`config.mk`:
```
export PLATFORM = sky130hd
export DESIGN_NAME = instruction_sequencer
export DESIGN_NICKNAME = d
export VERILOG_FILES = /design/src/rtl/instruction_sequencer_pkg.sv /design/src/rtl/instruction_sequencer_timeout.sv /design/src/rtl/instruction_sequencer.sv
export SDC_FILE = /design/constraint.sdc
export NUM_CORES = 1
export LEC_CHECK = 0
export BUFFER_PORTS_ARGS = -buffer_cell sky130_fd_sc_hd__buf_2
export CAP_MARGIN = 20
export CORE_ASPECT_RATIO = 1.1
export CORE_MARGIN = 1.5
export CORE_UTILIZATION = 49
export DETAILED_ROUTE_END_ITERATION = 8
export HOLD_SLACK_MARGIN = 0.03
export PLACE_DENSITY = 0.74
export SLEW_MARGIN = 20
export SYNTH_ARGS = -nofsm -noshare
export SYNTH_HDL_FRONTEND = slang
export SYNTH_SLANG_ARGS = --single-unit
```
`constraint.sdc`:
```
create_clock -name i_Clock -period 1.65 [get_ports i_Clock]
set_input_delay 0.165 -clock i_Clock [delete_from_list [all_inputs] [get_ports i_Clock]]
set_output_delay 0.165 -clock i_Clock [all_outputs]
set_load 0.02 [all_outputs]
```
`src/rtl/instruction_sequencer_pkg.sv`:
```
// ----------------------------------------------------------------------------
// instruction_sequencer_pkg
//   Shared RV32I definitions: opcode constants used by the control unit,
//   load/store type encodings, sequencer state encodings and trap causes.
//   Also holds the small opcode classification helpers used by the sequencer.
// ----------------------------------------------------------------------------
package instruction_sequencer_pkg;

   // RV32I base opcodes
   localparam logic [6:0] OP_R_TYPE = 7'b0110011;
   localparam logic [6:0] OP_I_ALU  = 7'b0010011;
   localparam logic [6:0] OP_LOAD   = 7'b0000011;
   localparam logic [6:0] OP_STORE  = 7'b0100011;
   localparam logic [6:0] OP_BRANCH = 7'b1100011;
   localparam logic [6:0] OP_JAL    = 7'b1101111;
   localparam logic [6:0] OP_JALR   = 7'b1100111;
   localparam logic [6:0] OP_LUI    = 7'b0110111;
   localparam logic [6:0] OP_AUIPC  = 7'b0010111;

   // Load/store type selector, LS_SEL_WIDTH+1 bits wide
   localparam int unsigned LS_SEL_WIDTH = 3;
   localparam logic [LS_SEL_WIDTH:0] LS_TYPE_NONE         = 4'd0;
   localparam logic [LS_SEL_WIDTH:0] LS_TYPE_LOAD_BYTE    = 4'd1;
   localparam logic [LS_SEL_WIDTH:0] LS_TYPE_LOAD_HALF    = 4'd2;
   localparam logic [LS_SEL_WIDTH:0] LS_TYPE_LOAD_WORD    = 4'd3;
   localparam logic [LS_SEL_WIDTH:0] LS_TYPE_LOAD_BYTE_U  = 4'd4;
   localparam logic [LS_SEL_WIDTH:0] LS_TYPE_LOAD_HALF_U  = 4'd5;
   localparam logic [LS_SEL_WIDTH:0] LS_TYPE_STORE_BYTE   = 4'd6;
   localparam logic [LS_SEL_WIDTH:0] LS_TYPE_STORE_HALF   = 4'd7;
   localparam logic [LS_SEL_WIDTH:0] LS_TYPE_STORE_WORD   = 4'd8;

   // Sequencer state encodings (visible on o_State for debug)
   localparam int unsigned SEQ_STATE_WIDTH = 3;
   typedef enum logic [SEQ_STATE_WIDTH-1:0] {
      SEQ_STATE_IDLE      = 3'd0,
      SEQ_STATE_FETCH     = 3'd1,
      SEQ_STATE_DECODE    = 3'd2,
      SEQ_STATE_EXECUTE   = 3'd3,
      SEQ_STATE_MEMORY    = 3'd4,
      SEQ_STATE_WRITEBACK = 3'd5,
      SEQ_STATE_HALTED    = 3'd6,
      SEQ_STATE_TRAP      = 3'd7
   } seq_state_e;

   typedef enum logic [1:0] {
      TRAP_CAUSE_NONE    = 2'b00,
      TRAP_CAUSE_ILLEGAL = 2'b01,
      TRAP_CAUSE_TIMEOUT = 2'b10
   } trap_cause_e;

   function automatic logic is_mem_opcode(input logic [6:0] op);
      return (op == OP_LOAD) || (op == OP_STORE);
   endfunction

   function automatic logic is_legal_opcode(input logic [6:0] op);
      logic legal;
      case (op)
         OP_R_TYPE, OP_I_ALU, OP_LOAD, OP_STORE, OP_BRANCH,
         OP_JAL, OP_JALR, OP_LUI, OP_AUIPC: legal = 1'b1;
         default:                          legal = 1'b0;
      endcase
      return legal;
   endfunction

endpackage

```
`src/rtl/instruction_sequencer_timeout.sv`:
```
// ----------------------------------------------------------------------------
// access_timeout_counter
//   Counts wait cycles of a memory access and flags expiry.
//   clk_i     : clock
//   rst_ni    : asynchronous active-low reset
//   clear_i   : hold counter at zero (not in a waiting state)
//   enable_i  : waiting and ready still low this cycle
//   expired_o : this cycle is the last permitted wait cycle with ready low
//   TIMEOUT_CYCLES = 0 disables expiry entirely.
// ----------------------------------------------------------------------------
module access_timeout_counter #(
   parameter int unsigned TIMEOUT_CYCLES = 256,
   parameter int unsigned COUNTER_WIDTH  = 32
) (
   input  logic clk_i,
   input  logic rst_ni,
   input  logic clear_i,
   input  logic enable_i,
   output logic expired_o
);

   localparam logic                     ENABLED = (TIMEOUT_CYCLES != 0);
   localparam logic [COUNTER_WIDTH-1:0] LIMIT   = COUNTER_WIDTH'(TIMEOUT_CYCLES - 1);

   logic [COUNTER_WIDTH-1:0] count_q, count_d;

   always_comb begin
      count_d = count_q;
      if (clear_i)       count_d = '0;
      else if (enable_i) count_d = count_q + COUNTER_WIDTH'(1);
   end

   always_ff @(posedge clk_i or negedge rst_ni) begin
      if (!rst_ni) count_q <= '0;
      else         count_q <= count_d;
   end

   // enable_i already excludes ready, so a ready on the limit cycle wins
   assign expired_o = ENABLED && enable_i && (count_q == LIMIT);

endmodule

```
`src/rtl/instruction_sequencer.sv`:
```
// ----------------------------------------------------------------------------
// instruction_sequencer
//   Multi-cycle RV32I sequencer: IDLE -> FETCH -> DECODE -> EXECUTE ->
//   [MEMORY] -> WRITEBACK, plus HALTED (debug) and TRAP (reset-only exit).
//   Inputs : clock/reset, latched opcode, load/store type, ungated register
//            and memory write enables, instruction/data memory ready, halt.
//   Outputs: fetch/IR-load/data requests, gated register and PC writes,
//            retire pulse and counter, halted/trap status, state for debug.
//   Outputs are decoded from the registered state and handshake inputs.
// ----------------------------------------------------------------------------
module instruction_sequencer
   import instruction_sequencer_pkg::*;
#(
   parameter int unsigned TIMEOUT_CYCLES = 256,
   parameter int unsigned COUNTER_WIDTH  = 32
) (
   input  logic                     i_Clock,
   input  logic                     i_Reset_N,
   input  logic [6:0]               i_Op_Code,
   input  logic [LS_SEL_WIDTH:0]    i_Load_Store_Type,
   input  logic                     i_Reg_Write_Enable,
   input  logic                     i_Mem_Write_Enable,
   input  logic                     i_Instr_Mem_Ready,
   input  logic                     i_Data_Mem_Ready,
   input  logic                     i_Halt_Request,
   output logic                     o_Instr_Mem_Req,
   output logic                     o_Ir_Load,
   output logic                     o_Data_Mem_Req,
   output logic                     o_Data_Mem_Write,
   output logic                     o_Reg_Write_Enable,
   output logic                     o_Pc_Write_Enable,
   output logic                     o_Retire,
   output logic [COUNTER_WIDTH-1:0] o_Instret,
   output logic                     o_Halted,
   output logic                     o_Trap,
   output logic [1:0]               o_Trap_Cause,
   output logic [2:0]               o_State
);

   seq_state_e               state_q, state_d;
   trap_cause_e              trap_cause_q, trap_cause_d;
   logic [COUNTER_WIDTH-1:0] instret_q, instret_d;

   logic waiting, access_ready, timeout_expired;

   // One counter serves both FETCH and MEMORY; it is held clear elsewhere,
   // so it always starts from zero on entry to either waiting state.
   assign waiting      = (state_q == SEQ_STATE_FETCH) || (state_q == SEQ_STATE_MEMORY);
   assign access_ready = (state_q == SEQ_STATE_FETCH) ? i_Instr_Mem_Ready : i_Data_Mem_Ready;

   access_timeout_counter #(
      .TIMEOUT_CYCLES (TIMEOUT_CYCLES),
      .COUNTER_WIDTH  (COUNTER_WIDTH)
   ) u_timeout (
      .clk_i     (i_Clock),
      .rst_ni    (i_Reset_N),
      .clear_i   (!waiting),
      .enable_i  (waiting && !access_ready),
      .expired_o (timeout_expired)
   );

   always_comb begin
      state_d      = state_q;
      trap_cause_d = trap_cause_q;
      instret_d    = instret_q;
      case (state_q)
         SEQ_STATE_IDLE: state_d = SEQ_STATE_FETCH;
         SEQ_STATE_FETCH: begin
            if (i_Instr_Mem_Ready) begin
               state_d = SEQ_STATE_DECODE;
            end else if (timeout_expired) begin
               state_d      = SEQ_STATE_TRAP;
               trap_cause_d = TRAP_CAUSE_TIMEOUT;
            end
         end
         SEQ_STATE_DECODE: begin
            if (!is_legal_opcode(i_Op_Code) ||
                (is_mem_opcode(i_Op_Code) && (i_Load_Store_Type == LS_TYPE_NONE))) begin
               state_d      = SEQ_STATE_TRAP;
               trap_cause_d = TRAP_CAUSE_ILLEGAL;
            end else begin
               state_d = SEQ_STATE_EXECUTE;
            end
         end
         SEQ_STATE_EXECUTE:
            state_d = is_mem_opcode(i_Op_Code) ? SEQ_STATE_MEMORY : SEQ_STATE_WRITEBACK;
         SEQ_STATE_MEMORY: begin
            if (i_Data_Mem_Ready) begin
               state_d = SEQ_STATE_WRITEBACK;
            end else if (timeout_expired) begin
               state_d      = SEQ_STATE_TRAP;
               trap_cause_d = TRAP_CAUSE_TIMEOUT;
            end
         end
         SEQ_STATE_WRITEBACK: begin
            instret_d = instret_q + COUNTER_WIDTH'(1);
            state_d   = i_Halt_Request ? SEQ_STATE_HALTED : SEQ_STATE_FETCH;
         end
         SEQ_STATE_HALTED: if (!i_Halt_Request) state_d = SEQ_STATE_FETCH;
         SEQ_STATE_TRAP:   state_d = SEQ_STATE_TRAP;
         default:          state_d = SEQ_STATE_IDLE;
      endcase
   end

   always_ff @(posedge i_Clock or negedge i_Reset_N) begin
      if (!i_Reset_N) begin
         state_q      <= SEQ_STATE_IDLE;
         trap_cause_q <= TRAP_CAUSE_NONE;
         instret_q    <= '0;
      end else begin
         state_q      <= state_d;
         trap_cause_q <= trap_cause_d;
         instret_q    <= instret_d;
      end
   end

   always_comb begin
      o_Instr_Mem_Req    = 1'b0;
      o_Ir_Load          = 1'b0;
      o_Data_Mem_Req     = 1'b0;
      o_Data_Mem_Write   = 1'b0;
      o_Reg_Write_Enable = 1'b0;
      o_Pc_Write_Enable  = 1'b0;
      o_Retire           = 1'b0;
      o_Halted           = 1'b0;
      o_Trap             = 1'b0;
      case (state_q)
         SEQ_STATE_FETCH: begin
            o_Instr_Mem_Req = 1'b1;
            o_Ir_Load       = i_Instr_Mem_Ready;
         end
         SEQ_STATE_MEMORY: begin
            o_Data_Mem_Req   = 1'b1;
            o_Data_Mem_Write = i_Mem_Write_Enable;
         end
         SEQ_STATE_WRITEBACK: begin
            o_Reg_Write_Enable = i_Reg_Write_Enable;
            o_Pc_Write_Enable  = 1'b1;
            o_Retire           = 1'b1;
         end
         SEQ_STATE_HALTED: o_Halted = 1'b1;
         SEQ_STATE_TRAP:   o_Trap   = 1'b1;
         default: ;
      endcase
   end

   assign o_Instret    = instret_q;
   assign o_Trap_Cause = trap_cause_q;
   assign o_State      = state_q;

endmodule

```
---- Yosys cells after proc, flatten, opt, wreduce, memory -nomap -nowiden ----
Cells that the tools add are included.
storage, ports and cells
  output and inout bits ................... 46
  bits of input ports ..................... 18
  register bits ........................... 69
operators by class
  equality and inequality tests ........... 22
  reduce and logical (&&, ||, !) cells .... 13
  muxes and demuxes ....................... 26
  add/sub/neg operators ................... 2
operator list
  cell                                                                     number
  32-bit by 1-bit adder with 32-bit output, second input constant          2
  32-bit two-way mux                                                       2
  32-bit by 8-bit == test with 1-bit output, second input constant         1
  3-bit one-hot mux with 8 select lines                                    1
  7-bit by 6-bit == test with 1-bit output, second input constant          3
  7-bit == test, second input constant                                     3
  3-bit two-way mux                                                        6
  7-bit by 5-bit == test with 1-bit output, second input constant          2
  3-bit == test, second input constant                                     4
  1-bit two-way mux                                                        12
  9-bit OR reduction                                                       1
  2-bit two-way mux                                                        4
  2-bit inequality test, second input constant                             4
  7-bit by 2-bit == test with 1-bit output, second input constant          1
  3-bit by 2-bit == test with 1-bit output, second input constant          2
  2-bit one-hot mux with 3 select lines                                    1
  4-bit zero test                                                          1
  4-bit AND reduction                                                      1
  3-bit by 1-bit == test with 1-bit output, second input constant          1
  1-bit logical AND                                                        3
  3-bit zero test                                                          1
  1-bit logical OR                                                         3
  3-bit nonzero test                                                       1
  1-bit zero test                                                          2
  2-bit by 1-bit inequality test with 1-bit output, second input constant  1

---- Depth between registers and ports, before layout ----
Gate-level depths: netlist of run 1.
  depth in word-level cells ............... 8
  depth in mapped cells ................... 7
  gate-level depth less buffers ........... 6

---- Cells and area by module ----
Synthesis of run 1 repeated with hierarchy kept, for this count alone.
unflattened totals
  cell total of the unflattened synthesis .. 380
  area total of the unflattened synthesis .. 3734.8 sq um
by module, submodules not included
  module                  seq. area each (sq um)  area an instance (sq um)  cells an instance  times used
  instruction_sequencer   925.9                   1933.1                    184                1
  access_timeout_counter  800.8                   1801.7                    196                1

---- Least setup slack after synthesis of run 1 ----
No wires, ideal clock.
  kind .................................... register to register
  start ................................... reg state_q[0] (netlist: o_State[0])
  end ..................................... reg u_timeout.count_q[31]
  path buffers ............................ 1
  stages on the path, launching flop included .. 7
  path slack .............................. -334 ps
  arrival time ............................ 1906 ps
  clock period less this slack ............ 1984 ps
  path through ............................ dfrtp_1 > buf_4 > or3b_4 > a211oi_2 > nand3_2 > or3_1 > a21oi_1
on the way
  cells in the longest elaborated chain, start to end .. 5
RTL lines
  what                                                        RTL line                                                  RTL
  from (decl)                                                 instruction_sequencer.sv:40                               seq_state_e state_q, state_d;
  from (signal assigned)                                      instruction_sequencer.sv:111                              state_q <= state_d;
  3-bit by 1-bit == test with 1-bit output                    instruction_sequencer.sv:48, instruction_sequencer.sv:49
  1-bit two-way mux                                           instruction_sequencer.sv:49                               assign access_ready = (state_q == SEQ_STATE_FETCH) ? i_Instr_Mem_Ready : i_Data_Mem_Ready;
  1-bit zero test                                             instruction_sequencer.sv:58                               .enable_i (waiting && !access_ready),
  1-bit logical AND                                           instruction_sequencer.sv:58
  2-bit by 1-bit inequality test with 1-bit output (no line)  n/a
  to (signal assigned)                                        instruction_sequencer_timeout.sv:35                       else count_q <= count_d;
  to (decl)                                                   instruction_sequencer_timeout.sv:25                       logic [COUNTER_WIDTH-1:0] count_q, count_d;
Parallel ways exist; a longest one is shown, timed or not.
A chain may end at the register's enable or synchronous reset.

---- Worst setup path in the final report of run 1 ----
  start ................................... reg state_q[1] (netlist: o_State[1])
  end ..................................... reg u_timeout.count_q[30]
Same word-level chain as after synthesis.

==> results.md, run 1 <==
- DR iter-0 viols: 150
- Final setup viols: 52
- Internal power: 4.21 mW
- FF-to-FF path depth: 5
- Row count: 32
- CP endpoint: u_timeout.count_q[30]
- Cell accounting for the most synthesized area: dfrtp_1
- Crit path from: o_State[1]
- CP Buf/Inv Count: 0
- Crit-path max cell delay: 0.44 ns
- Global placer's final weighted congestion: 0.856
- Worst clock skew: 0.00709 ns
- Design area: 0.00544 sq mm
- Xor/xnor share of the synthesized area: 14.6%
- Chip width: 83.5 microns
- Clock H-tree levels: 3
- RSZ-0062 raised after global routing: true
- Clock transition at path regs: 0.08 ns
- Part of the power in the clock network: 32.6%
- DR pass1 iterations: 5
- Avg Inst Size Synth: 9.80 sq um
- GRT Resource Usage Total: 26.4%
- Post-Route WL: 10600 microns
- Final std cells w/o fill: 613
- Critical path depth in cells: 5
- Top cells by area, synth: dfrtp_1 49%, xor2_1 9.0%, xnor2_1 5.5%
- Starting density of the core: 50.1%
- Terminus of the critical flop-to-flop path: u_timeout.count_q[30]
- Ys flop type: dfrtp_1
- Sw Share: 32.1%
- Power Density: 1140 mW/mm^2
- Root Buffer: clkbuf_8
- Period utilization: 118%
- Setup_tns: -8.10 ns
- PortBufs: 63
- Synth top area share: 49.5%
- Combinational Power Share: 36.3%
- Die Ht: 91.5 microns
- Synth cell count leaders: 69 x dfrtp_1, 44 x nor2_1, 36 x xor2_1
- Distinct cell type count after synthesis: 41
- Largest family of logic cells by synthesized area: simple AND/OR/NAND/NOR gates
- # Max-Cap Violations: 0
- Synth Area in Simple Gates: 26.6%
- CTS tree: done
- Initial antenna violation count: 0
- TritonCTS buffer count: 9
- Worst VDD drop: 0.896 mV
- Worst setup EP type: flop
- Outcome: complete, but fails checks
- Post-synthesis sequential area ratio: 49.5%
- Mapped Cells: 356
- Placed cell area: 0.00453 sq mm
- Clock tree buffer depth: 2
- Sink Count: 69
- Layout area overhead: 56.1%
- Data arrival, critical path: 2.23 ns
- Crit path max-delay family: simple AND/OR/NAND/NOR gates
- CP Cell Sequence: or3b_4, a211oi_4, nand3_1, or3_1, a21oi_1
- Crit path kind: flop to flop
- Post-Synthesis Net Count: 376
- Total grt overflow: 0
- Antenna-violating nets left: 0
- I/O pin count: 64
- Vias in the first global route: 3410
- Lkg Pwr: 2.65 nW
- CORE AREA: 0.00697 sq mm
- Fraction of layout cells with a size suffix above 1: 47.3%
- Worst Tran Pin Value: 0.368 ns
- Post-synth EDFFs: 0
- Area of the die: 0.00764 sq mm
- Final Hold Fails: 0
- Reg2reg start: o_State[1]
- Share of total power in sequential cells: 31.1%
- Dpl cells: 573
- Max frequency: 512 MHz
- Dpl ws: -0.336 ns
- Final nets: 543
- Post-route DRC: 0
- Worst hold path class: input port to flop
- Worst Path Required: 1.92 ns
- Worst Slack Setup Final: -0.305 ns
- Post-synthesis register bit count: 69
- First-pass GRT wire length: 15900 microns
- Final HPWL DP: 6020 microns
- Latest clock arrival within the worst-skew pair: 0.35 ns
- Yosys warns: 0
- Via Count: 3431
- Mux cell area share after synthesis: 0.323%
- DR vias/cell: 5.60
- Crit Path Max Fanout: 5
- Post-Route Utilization: 78.1%
- Worst setup SP type: flop
- Slowest-stage cell, CP: dfrtp_2
- Failing checks: negative setup slack
- # diodes: 0
- Psw: 1.99 mW
- Post-Synth Adder-Cell Area: 0.717%
- Minimum clock period: 1.95 ns
- Reg2Reg Setup Slack: -0.30 ns
- Slew Limit Fails: 0
- Asr flop ratio synth: 100%
- Largest net degree at the start of global routing: 70
- Slew headroom: 75.5%
- Compound-gate portion of the synthesized area: 6.13%
- Most frequent cell after synthesis: dfrtp_1
- Mapped Area: 0.00349 sq mm
- Routed len/inst: 17.2 microns
==> area by class of cell <==
class,instances,area (sq um)
Multi-Input combinational cell,270,2040
Clock inverter,6,158
Tap cell,85,106
Inverter,8,35.0
Clock buffer,10,138
Fill cell,428,1520
Timing Repair Buffer,165,1220
Sequential cell,69,1740
==> power groups by stage <==
stage | sequential (mW) | clock [mW] | combinational (mW)
2_1_floorplan | 2.11 | 0 | 0.700
3_3_place_gp | 1.94 | 0 | 1.47
3_5_place_dp | 1.94 | 0 | 1.50
4_1_cts | 1.91 | 2.03 | 2.01
5_1_grt | 1.94 | 2.12 | 2.38
6_report | 1.93 | 2.02 | 2.25
==> worst register-to-register path, delay by kind of cell (launching register included) <==
family	cells	cell delay [ns]
simple gates	3	0.94
compound gates	2	0.50
flops	1	0.44
==> sequential cells by signal, indices dropped and copies added, names as in the netlist <==
register / flops
o_Instret: 32
u_timeout.count_q: 32
o_State: 3
o_Trap_Cause: 2
==> routing by layer <==
metal	up-vias	part of all wire (%)	track usage, %
li1	1588	-	-
met1	1664	39	30.7
met2	139	53	46.8
met3	40	4.3	4.09
met4	0	4.5	14.2
met5	-	0	0
==> repair_timing <==
action	CTS	global route
setup endpoints to repair	57	71
gates resized for setup	60	42
pin swaps	24	33
hold endpoints to repair	69	0
hold buffers	1	0
setup buffers	19	11
==> cell usage in the layout, fill, tap and decap left out, types with 4 or more instances in the layout <==
| cell type | instances |
|---|---|
| bufinv_16 | 5 |
| buf_6 | 22 |
| nor3_4 | 4 |
| nand4_1 | 21 |
| and3_1 | 8 |
| or3_1 | 5 |
| buf_2 | 55 |
| nand3_1 | 18 |
| and2_4 | 4 |
| nor2_4 | 7 |
| xor2_1 | 36 |
| nor2_1 | 35 |
| a21oi_1 | 9 |
| dfrtp_2 | 10 |
| nand3_2 | 11 |
| buf_4 | 84 |
| o21ai_0 | 8 |
| nand2_1 | 23 |
| nor4_1 | 4 |
| inv_1 | 7 |
| xnor2_1 | 20 |
| clkbuf_8 | 10 |
| nor4_4 | 4 |
| dfrtp_1 | 59 |
==> metrics by stage <==
| step | power (mW) | hold slack (ns) |
|---|---|---|
| after detailed placement | 3.44 | 0.216 |
| after floorplan | 2.81 | -0.131 |
| after global routing | 6.44 | 0.158 |
| after global placement | 3.40 | 0.212 |
| after CTS | 5.96 | 0.124 |
| final | 6.20 | 0.166 |
==> kinds of logic (layout without fill, tap and decap cells) <==
family,count (synthesis),in the layout
fa+ha+maj,2,2
mux,1,1
xor+xnor,58,58
buf+inv,17,189
simple gates,177,177
flops,69,69
compound gates,32,32
==> worst min path at each step <==
| stage | startpoint | to | cells past startpoint |
|---|---|---|---|
| CTS | i_Halt_Request | o_State[0] | 3 |
| floorplan | i_Reset_N | o_Instret[0] | 0 |
| global route | i_Halt_Request | o_State[0] | 3 |
| finish | i_Halt_Request | o_State[0] | 3 |
| global placement | i_Reset_N | o_Instret[30] | 2 |
| detailed placement | i_Reset_N | o_Instret[29] | 2 |
Power figures use the tool's default switching activity.
==> run 2, diff against run 1 <==
Settings changed: CORE_UTILIZATION 49 to 45, PLACE_DENSITY 0.74 to 0.67, SLEW_MARGIN 20 to unset.
Clock period 1.65 ns to 1.98 ns, I/O delays scaled along.
==> results.md, run 2 (same netlist as run 1, synthesis figures left out) <==
- Outcome: finished, final reports clean
- Antenna-violating nets left: 0
- Worst setup SP type: flop
- # Max-Cap Violations: 0
- Initial antenna violation count: 0
- Final nets: 467
- Worst clock skew: 0.00768 ns
- Metal2 WL: 3750 microns
- Met3 routed WL: 286 microns
- Fraction of layout cells with a size suffix above 1: 26.5%
- Starting density of the core: 46.7%
- Psw: 1.33 mW
- Crit Path Max Fanout: 5
- Area of the die: 0.00829 sq mm
- Clock H-tree levels: 3
- Dpl cells: 539
- Part of the power in the clock network: 27.4%
- Wire length on met1: 3480 microns
- Clock transition at path regs: 0.08 ns
- Post-route DRC: 0
- Final setup viols: 0
- Most frequent cells in the layout: 68 x dfrtp_1, 63 x buf_2, 43 x nor2_1, 36 x xor2_1, 29 x nand3_1
- Total grt overflow: 0
- Routed len/inst: 13.6 microns
- Data arrival, critical path: 2.16 ns
- Hold path start: i_Instr_Mem_Ready
- DR pass1 iterations: 4
- Final Hold Fails: 0
- Power Density: 866 mW/mm^2
- Sw Share: 35.6%
- Layout area overhead: 23.3%
- Post-Route WL: 7600 microns
- Crit path kind: flop to flop
- Clock tree buffer depth: 2
- GRT Resource Usage Total: 20.3%
- Period utilization: 95.9%
- First-pass GRT wire length: 13100 microns
- PortBufs: 63
- Largest net degree at the start of global routing: 35
- # diodes: 0
- Chip width: 86.9 microns
- Slew Limit Fails: 0
- Final HPWL DP: 5460 microns
- Lkg Pwr: 2.04 nW
- Worst setup EP type: flop
- Worst hold path class: input port to flop
- I/O pin count: 64
- TritonCTS buffer count: 9
- CORE AREA: 0.00747 sq mm
- DR iter-0 viols: 117
- Crit path from: o_State[1]
- Final std cells w/o fill: 557
- Worst Tran Pin Value: 0.370 ns
- Vias in the first global route: 2891
- Post-Route Utilization: 57.6%
- Max frequency: 527 MHz
- Slew headroom: 75.1%
- Worst Path Required: 2.25 ns
- Sink Count: 69
- RSZ-0062 raised after global routing: true
- Via Count: 2919
- Root Buffer: clkbuf_8
- Global placer's final weighted congestion: 0.778
- Combinational Power Share: 29.2%
- Latest clock arrival within the worst-skew pair: 0.34 ns
- Row count: 33
- DR vias/cell: 5.24
- Worst VDD drop: 0.537 mV
- Top routing layer in use: met4
- Reg2reg start: o_State[1]
- Internal power: 2.40 mW
- Die Ht: 95.3 microns
- Most common cell after layout, fill and taps aside: dfrtp_1
- CTS tree: done
- Share of total power in sequential cells: 43.4%
- Minimum clock period: 1.90 ns
-- run 2: cell types whose count changed in the layout (fill, tap and decap cells not counted), sizes merged --
cell and delta:
bufinv -5, clkinv +4, clkinvlp +1, buf -76
-- run 2: power groups by stage --
stage	combinational (mW)	sequential, mW	clock (mW)
6_report	1.09	1.62	1.02
4_1_cts	1.08	1.62	1.05
5_1_grt	1.20	1.64	1.11
2_1_floorplan	0.577	1.75	0
3_5_place_dp	1.07	1.64	0
3_3_place_gp	1.07	1.63	0
-- run 2: area by class of cell --
type	count	area (sq um)
multi-input cells	270	1710
clock buffers	10	138
inverters	8	30.0
flip-flops and latches	69	1730
well taps	105	131
clock inverters	6	38.8
fillers	683	3170
repair buffers	89	526
-- run 2: stage by stage --
stage	instance area, sq um	hold WS [ns]	power (mW)	setup WS [ns]	TNS, ns
2_1_floorplan	3490	-0.0976	2.32	0.0481	0
3_3_place_gp	4080	0.0753	2.70	0.107	0
3_5_place_dp	4080	0.0716	2.72	0.0877	0
4_1_cts	4270	0.102	3.75	0.0684	0
5_1_grt	4300	0.116	3.94	-0.0315	-0.0335
6_report	4300	0.122	3.73	0.0809	0
-- run 2: worst max-delay path, stage by stage (launching register included) --
cell      delay [ns]
dfrtp_1         0.42
or3b_4          0.45
a211oi_4        0.35
nand4_1         0.14
or3_1           0.34
a21oi_2         0.13
-- run 2: metal layers --
metal	GRT usage [%]	vias to the layer above
met2	33.8	63
met5	0	-
met4	9.68	0
met3	3.64	6
met1	25.6	1423
li1	-	1427
-- run 2: worst paths after layout --
kind	endpoint	slack (ns)	depth (start not counted)
min in group asynchronous	o_Instret[27]	0.24	2
max in group asynchronous	u_timeout.count_q[27]	1.11	3
setup / recovery	u_timeout.count_q[26]	0.08	5
setup reg to reg	u_timeout.count_q[26]	0.08	5
hold / removal	o_State[2]	0.12	2
hold reg to reg	o_Instret[31]	0.47	1
-- run 2: what timing repair did --
action	4_1_cts	5_1_grt
setup buffers	0	1
hold buffers	1	0
pin swaps	0	3
hold endpoints to repair	41	0
gates resized for setup	1	6
setup endpoints to repair	1	9
